**src/rtl/freq_step_ctrl.sv**
```systemverilog
// freq_step_ctrl: debounced up/down buttons and ping-pong sweep stepping an 11-bit divider count
module freq_step_ctrl #(
  parameter int DIV_MIN   = 1,
  parameter int DIV_MAX   = 2047,
  parameter int DIV_INIT  = 999,
  parameter int STEP      = 50,
  parameter int DEB_TICKS = 20,
  parameter int DWELL     = 100
) (
  input  logic        clk,
  input  logic        rst,
  input  logic        tick_1khz,
  input  logic        btn_up,
  input  logic        btn_dn,
  input  logic        sweep_en,
  output logic [10:0] div,
  output logic        div_load,
  output logic        busy,
  output logic        at_min,
  output logic        at_max
);
  localparam int DW = $clog2(DEB_TICKS + 1);
  localparam int WW = $clog2(DWELL + 1);
  typedef enum logic [2:0] {IDLE, DEBOUNCE, APPLY, HOLD, SWEEP} state_t;
  state_t state_q, state_d;
  logic [2:0] sync1_q, sync_q;
  logic [DW-1:0] deb_q, deb_d;
  logic [WW-1:0] dwell_q, dwell_d;
  logic btn_dir_q, btn_dir_d, swp_dir_q, swp_dir_d;
  logic [10:0] div_q, div_d;
  logic load_q, busy_q, min_q, max_q;
  logic up_s, dn_s, sw_s, step_up, latched, other, dwell_end;
  logic [11:0] sum, dif;
  logic [10:0] stepped;
  always_comb begin
    up_s = sync_q[0];
    dn_s = sync_q[1];
    sw_s = sync_q[2];
    latched = btn_dir_q ? up_s : dn_s;
    other = btn_dir_q ? dn_s : up_s;
    step_up = state_q == SWEEP ? swp_dir_q : btn_dir_q;
    sum = {1'b0, div_q} + 12'(STEP);
    dif = {1'b0, div_q} - 12'(STEP);
    stepped = step_up ? (sum > 12'(DIV_MAX) ? 11'(DIV_MAX) : sum[10:0])
                      : ((dif[11] || dif < 12'(DIV_MIN)) ? 11'(DIV_MIN) : dif[10:0]);
    dwell_end = dwell_q == WW'(DWELL - 1);
    state_d = state_q;
    deb_d = deb_q;
    dwell_d = dwell_q;
    btn_dir_d = btn_dir_q;
    swp_dir_d = swp_dir_q;
    div_d = div_q;
    case (state_q)
      IDLE:
        if (sw_s) begin
          state_d = SWEEP;
          swp_dir_d = 1'b1;
          dwell_d = '0;
        end else if (up_s ^ dn_s) begin
          state_d = DEBOUNCE;
          btn_dir_d = up_s;
          deb_d = '0;
        end
      DEBOUNCE:
        if (!latched || other) state_d = IDLE;
        else if (tick_1khz) begin
          deb_d = deb_q + 1'b1;
          state_d = deb_q == DW'(DEB_TICKS - 1) ? APPLY : DEBOUNCE;
        end
      APPLY: begin
        div_d = stepped;
        state_d = HOLD;
      end
      HOLD: state_d = (!up_s && !dn_s) ? IDLE : HOLD;
      SWEEP:
        if (!sw_s) begin
          state_d = IDLE;
          dwell_d = '0;
        end else if (tick_1khz) begin
          dwell_d = dwell_end ? '0 : dwell_q + 1'b1;
          div_d = dwell_end ? stepped : div_q;
          swp_dir_d = (dwell_end && stepped == (swp_dir_q ? 11'(DIV_MAX) : 11'(DIV_MIN))) ? !swp_dir_q : swp_dir_q;
        end
      default: state_d = IDLE;
    endcase
  end
  always_ff @(posedge clk or posedge rst)
    if (rst) begin
      state_q <= IDLE;
      sync1_q <= '0;
      sync_q <= '0;
      deb_q <= '0;
      dwell_q <= '0;
      btn_dir_q <= 1'b0;
      swp_dir_q <= 1'b1;
      div_q <= 11'(DIV_INIT);
      load_q <= 1'b0;
      busy_q <= 1'b0;
      min_q <= DIV_INIT == DIV_MIN;
      max_q <= DIV_INIT == DIV_MAX;
    end else begin
      state_q <= state_d;
      sync1_q <= {sweep_en, btn_dn, btn_up};
      sync_q <= sync1_q;
      deb_q <= deb_d;
      dwell_q <= dwell_d;
      btn_dir_q <= btn_dir_d;
      swp_dir_q <= swp_dir_d;
      div_q <= div_d;
      load_q <= div_d != div_q;
      busy_q <= state_d != IDLE;
      min_q <= div_d == 11'(DIV_MIN);
      max_q <= div_d == 11'(DIV_MAX);
    end
  assign div = div_q;
  assign div_load = load_q;
  assign busy = busy_q;
  assign at_min = min_q;
  assign at_max = max_q;
endmodule

```
**config.mk**
```make
export PLATFORM = sky130hd
export DESIGN_NAME = freq_step_ctrl
export DESIGN_NICKNAME = d
export VERILOG_FILES = /design/src/rtl/freq_step_ctrl.sv
export SDC_FILE = /design/constraint.sdc
export NUM_CORES = 1
export LEC_CHECK = 0
export CAP_MARGIN = 10
export CORE_MARGIN = 2
export CORE_UTILIZATION = 50
export DETAILED_ROUTE_END_ITERATION = 16
export PLACE_DENSITY = 0.69
export SLEW_MARGIN = 15
export SYNTH_ARGS = -nofsm -noshare
export SYNTH_HDL_FRONTEND = slang
export SYNTH_SLANG_ARGS = --single-unit
```
**constraint.sdc**
```tcl
create_clock -name clk -period 6.75 [get_ports clk]
set_input_delay 1.6875 -clock clk [delete_from_list [all_inputs] [get_ports clk]]
set_output_delay 1.6875 -clock clk [all_outputs]
set_load 0.05 [all_outputs]
```
==> key figures <==
Critical path
  – WP buf/inv: 1
  – Setup CP Type: in2reg
  – Slowest cell on crit path: o41ai_1
  – Reg2Reg Depth: 9
  – Arr. time, crit path: 4.26 ns
  – CP Max Fanout: 20
  – R2R Setup Slk: 3.15 ns
  – Cell Chain, Critical Path: clkdlybuf4s50_1 -> nand2_1 -> or3_4 -> o22a_1 -> o41ai_1 -> nand4_1 -> nor3_1
  – Largest delay share family, worst path: compound AO/OA/AOI/OAI gates
  – Required @ worst endpoint: 6.96 ns
  – CP endpoint kind: register
  – CP max stage delay: 0.74 ns
  – Reg-to-reg endpoint: at_min
  – Startpoint types: primary input
  – Crit Reg-Reg Startpoint: div[1]

Die
  – Die area: 6054 um^2
  – Core Region: 5172 um^2
  – Die W: 77.81 um
  – Die H: 77.81 um
  – Initial cell density of the core: 0.5266
  – I/O pin count: 21
  – Core Rows: 26

Clocking
  – Worst-path clk slew: 0.07 ns
  – Clock tree root buffer cell: clkbuf_8
  – CTS resizes: 0
  – Hold_buf cts: 0
  – H-tree levels: 2
  – Worst-Skew Late Latency: 0.29 ns
  – CTS tree: yes
  – Max clock buf depth: 2
  – Postcts setup bufs: 0
  – Clock net sink count: 38
  – TritonCTS Buffers: 5

STA
  – Relative slew slack: 0.2604
  – Final period utilization: 0.5999
  – Final Setup Violations: 0
  – Min Tclk post-route: 4.049 ns
  – Setup tns final: 0 ns
  – Worst hold slack: 0.3515 ns
  – Hold Vio Cnt, Final: 0
  – Worst-Margin Slew: 1.098 ns
  – RSZ-0062 raised after global routing: false
  – Maximum clock rate: 247.0 MHz
  – Pins Over Slew Limit: 0
  – Fin Clk Skew: 0.006099 ns

Global route
  – Largest net degree at the start of global routing: 39
  – Initial antenna violation count: 0
  – First-pass GRT wire length: 11630 um
  – Grt total ovfl: 0
  – All-Layer GR Usage: 0.2387
  – Vias in the first global route: 2385

Drt
  – Final wirelength: 6786 um
  – Routed len/inst: 17.22 um
  – Vias/cell: 6.490
  – Post-route DRC: 0
  – Antenna viol nets, final: 0
  – Initial DRT Pass Iterations: 5
  – Drt first-iter violations: 257
  – Via count: 2557

Finish
  – Share of cells above drive strength 1: 0.08951
  – Synth-to-layout area growth: 9.508%
  – Nets: 334
  – Finished Core Util: 0.5767
  – Antenna Diode Count: 0
  – Finished Layout Cells: 394

Place
  – PortBufs: 20
  – Inst Count DP: 386
  – Final GP Congestion: 0.9407
  – DP Wirelength: 4880 um

Power
  – Lkg Pwr: 1.242 nW
  – Pwr Total: 0.4880 mW
  – Maximum VDD drop: 0.0001252 V
  – PD cells: 163.6 nW/um^2

Logic synthesis
  – Register area share after synthesis: 0.3532
  – Post-synth EDFFs: 0
  – Main synth FF type: dfrtp_1
  – Yosys warning count: 0
  – Synth async-reset ratio: 1.000
  – Library cells used by synthesis: 73
  – FF+latch count, synth: 38
  – Synthesized cell area: 2724 um^2
  – Mapped Nets: 328
  – Synth Instances: 317
  – Syn_area_per_cell: 8.593 um^2

Hold path
  – Min-delay src: sync1_q[0]
  – Hold path depth: 0
  – Min-Delay Path Class: reg2reg
  – Hold Path Sink: sync_q[0]

Job
  – Max-Cap Viols: 0

Outcome
  – Status: finished clean
==> placed cells by master, fill, tap and decap left out, types with 4 or more instances in the layout <==
cell type | synthesis | layout
clkbuf_8 | 0 | 5
a21oi_1 | 8 | 8
nand3_1 | 14 | 14
nand4_1 | 9 | 9
clkdlybuf4s50_1 | 0 | 20
nand2_1 | 27 | 27
o21ai_1 | 4 | 4
ha_1 | 5 | 5
nor4_1 | 4 | 4
nor2_1 | 24 | 24
dfrtp_1 | 29 | 29
dfstp_2 | 9 | 9
o21ai_0 | 24 | 24
nor3_1 | 16 | 16
o211ai_1 | 5 | 5
o31ai_1 | 7 | 7
inv_1 | 15 | 15
a211oi_1 | 6 | 6
mux2i_1 | 5 | 5
and2_1 | 5 | 5
==> cell usage after synthesis (2+ instances only) <==
| cell type | number | area, um^2 |
|---|---|---|
| dfrtp_1 | 29 | 725.7 |
| clkbuf_1 | 8 | 30.03 |
| nor2_1 | 24 | 90.09 |
| dfstp_2 | 9 | 236.5 |
| a2111oi_0 | 2 | 17.52 |
| o21ai_0 | 24 | 120.1 |
| nor3_1 | 16 | 80.08 |
| buf_2 | 10 | 50.05 |
| nor2b_1 | 3 | 18.77 |
| o41ai_1 | 3 | 26.28 |
| xor2_1 | 3 | 26.28 |
| nand2_1 | 27 | 101.4 |
| o21bai_1 | 2 | 15.01 |
| o22ai_1 | 2 | 12.51 |
| a22o_1 | 3 | 26.28 |
| nand4bb_1 | 2 | 22.52 |
| ha_1 | 5 | 62.56 |
| a21oi_1 | 8 | 40.04 |
| a311oi_1 | 2 | 17.52 |
| mux2i_1 | 5 | 50.05 |
| nor4b_1 | 2 | 17.52 |
| o311a_1 | 2 | 20.02 |
| nor3b_1 | 3 | 22.52 |
| nand4_1 | 9 | 56.30 |
| o21ai_1 | 4 | 20.02 |
| inv_1 | 15 | 56.30 |
| or3_1 | 3 | 18.77 |
| nand3_1 | 14 | 70.07 |
| nor4_1 | 4 | 25.02 |
| xnor2_1 | 2 | 17.52 |
| o211ai_1 | 5 | 37.54 |
| and3_1 | 3 | 18.77 |
| a31oi_1 | 2 | 12.51 |
| a31o_1 | 3 | 26.28 |
| nand2b_1 | 3 | 18.77 |
| and2_1 | 5 | 31.28 |
| buf_6 | 2 | 22.52 |
| a211oi_1 | 6 | 45.04 |
| or3b_1 | 2 | 17.52 |
| o2111ai_1 | 2 | 17.52 |
| o31ai_1 | 7 | 52.55 |
==> worst max path at each step <==
stage,start,endpoint,cells past startpoint
3_3_place_gp,tick_1khz,at_min,8
2_1_floorplan,tick_1khz,at_max,7
6_report,tick_1khz,at_max,7
4_1_cts,tick_1khz,at_max,7
5_1_grt,tick_1khz,at_max,7
3_5_place_dp,tick_1khz,at_max,7
==> state kept, by name, indices dropped and copies added (netlist names) <==
signal and flops:
busy 1, sync_q 3, at_max 1, sync1_q 3
div 11, dwell_q 7, deb_q 5, state_q 3
at_min 1, div_load 1, swp_dir_q 1, btn_dir_q 1
==> power breakdown <==
part           switching (mW)  total [mW]  internal [mW]
registers              0.0106       0.245          0.235
clock network          0.0766       0.148         0.0715
logic                  0.0623      0.0945         0.0322
==> metal layers <==
layer | global-route usage | wire length [um]
met5 | 0 | 0
met4 | 0.08036 | 106
met3 | 0.04767 | 510
met2 | 0.3466 | 2923
met1 | 0.3525 | 3246
==> final cells by class <==
| type | instances | area [um^2] |
|---|---|---|
| timing repair buffer | 21 | 207.7 |
| fill | 460 | 2190 |
| clock buffer | 6 | 72.57 |
| inverter | 15 | 56.30 |
| clock inverter | 2 | 10.01 |
| tap | 70 | 87.58 |
| multi-input combinational | 242 | 1587 |
| sequential | 38 | 962.2 |
==> metrics by stage <==
| stage | setup slack (ns) | cell area, um^2 |
|---|---|---|
| final | 2.701 | 2983 |
| after global placement | 2.570 | 2900 |
| after floorplan | 3.374 | 2724 |
| after detailed placement | 2.435 | 2900 |
| after CTS | 2.715 | 2983 |
| after global routing | 2.484 | 2983 |
==> logic make-up (layout without fill, tap and decap cells) <==
| logic type | count (synthesis) | after routing | share of synthesized area |
|---|---|---|---|
| AOI/OAI and AO/OA | 97 | 97 | 0.2646 |
| xor gates and xnor gates | 5 | 5 | 0.01608 |
| adders and majority gates | 5 | 5 | 0.02297 |
| buffers and inverters | 37 | 44 | 0.06431 |
| DFF | 38 | 38 | 0.3532 |
| muxes | 6 | 6 | 0.02251 |
| and+or+nand+nor | 129 | 129 | 0.2563 |
Note: power is estimated with default switching activity, not from simulation.
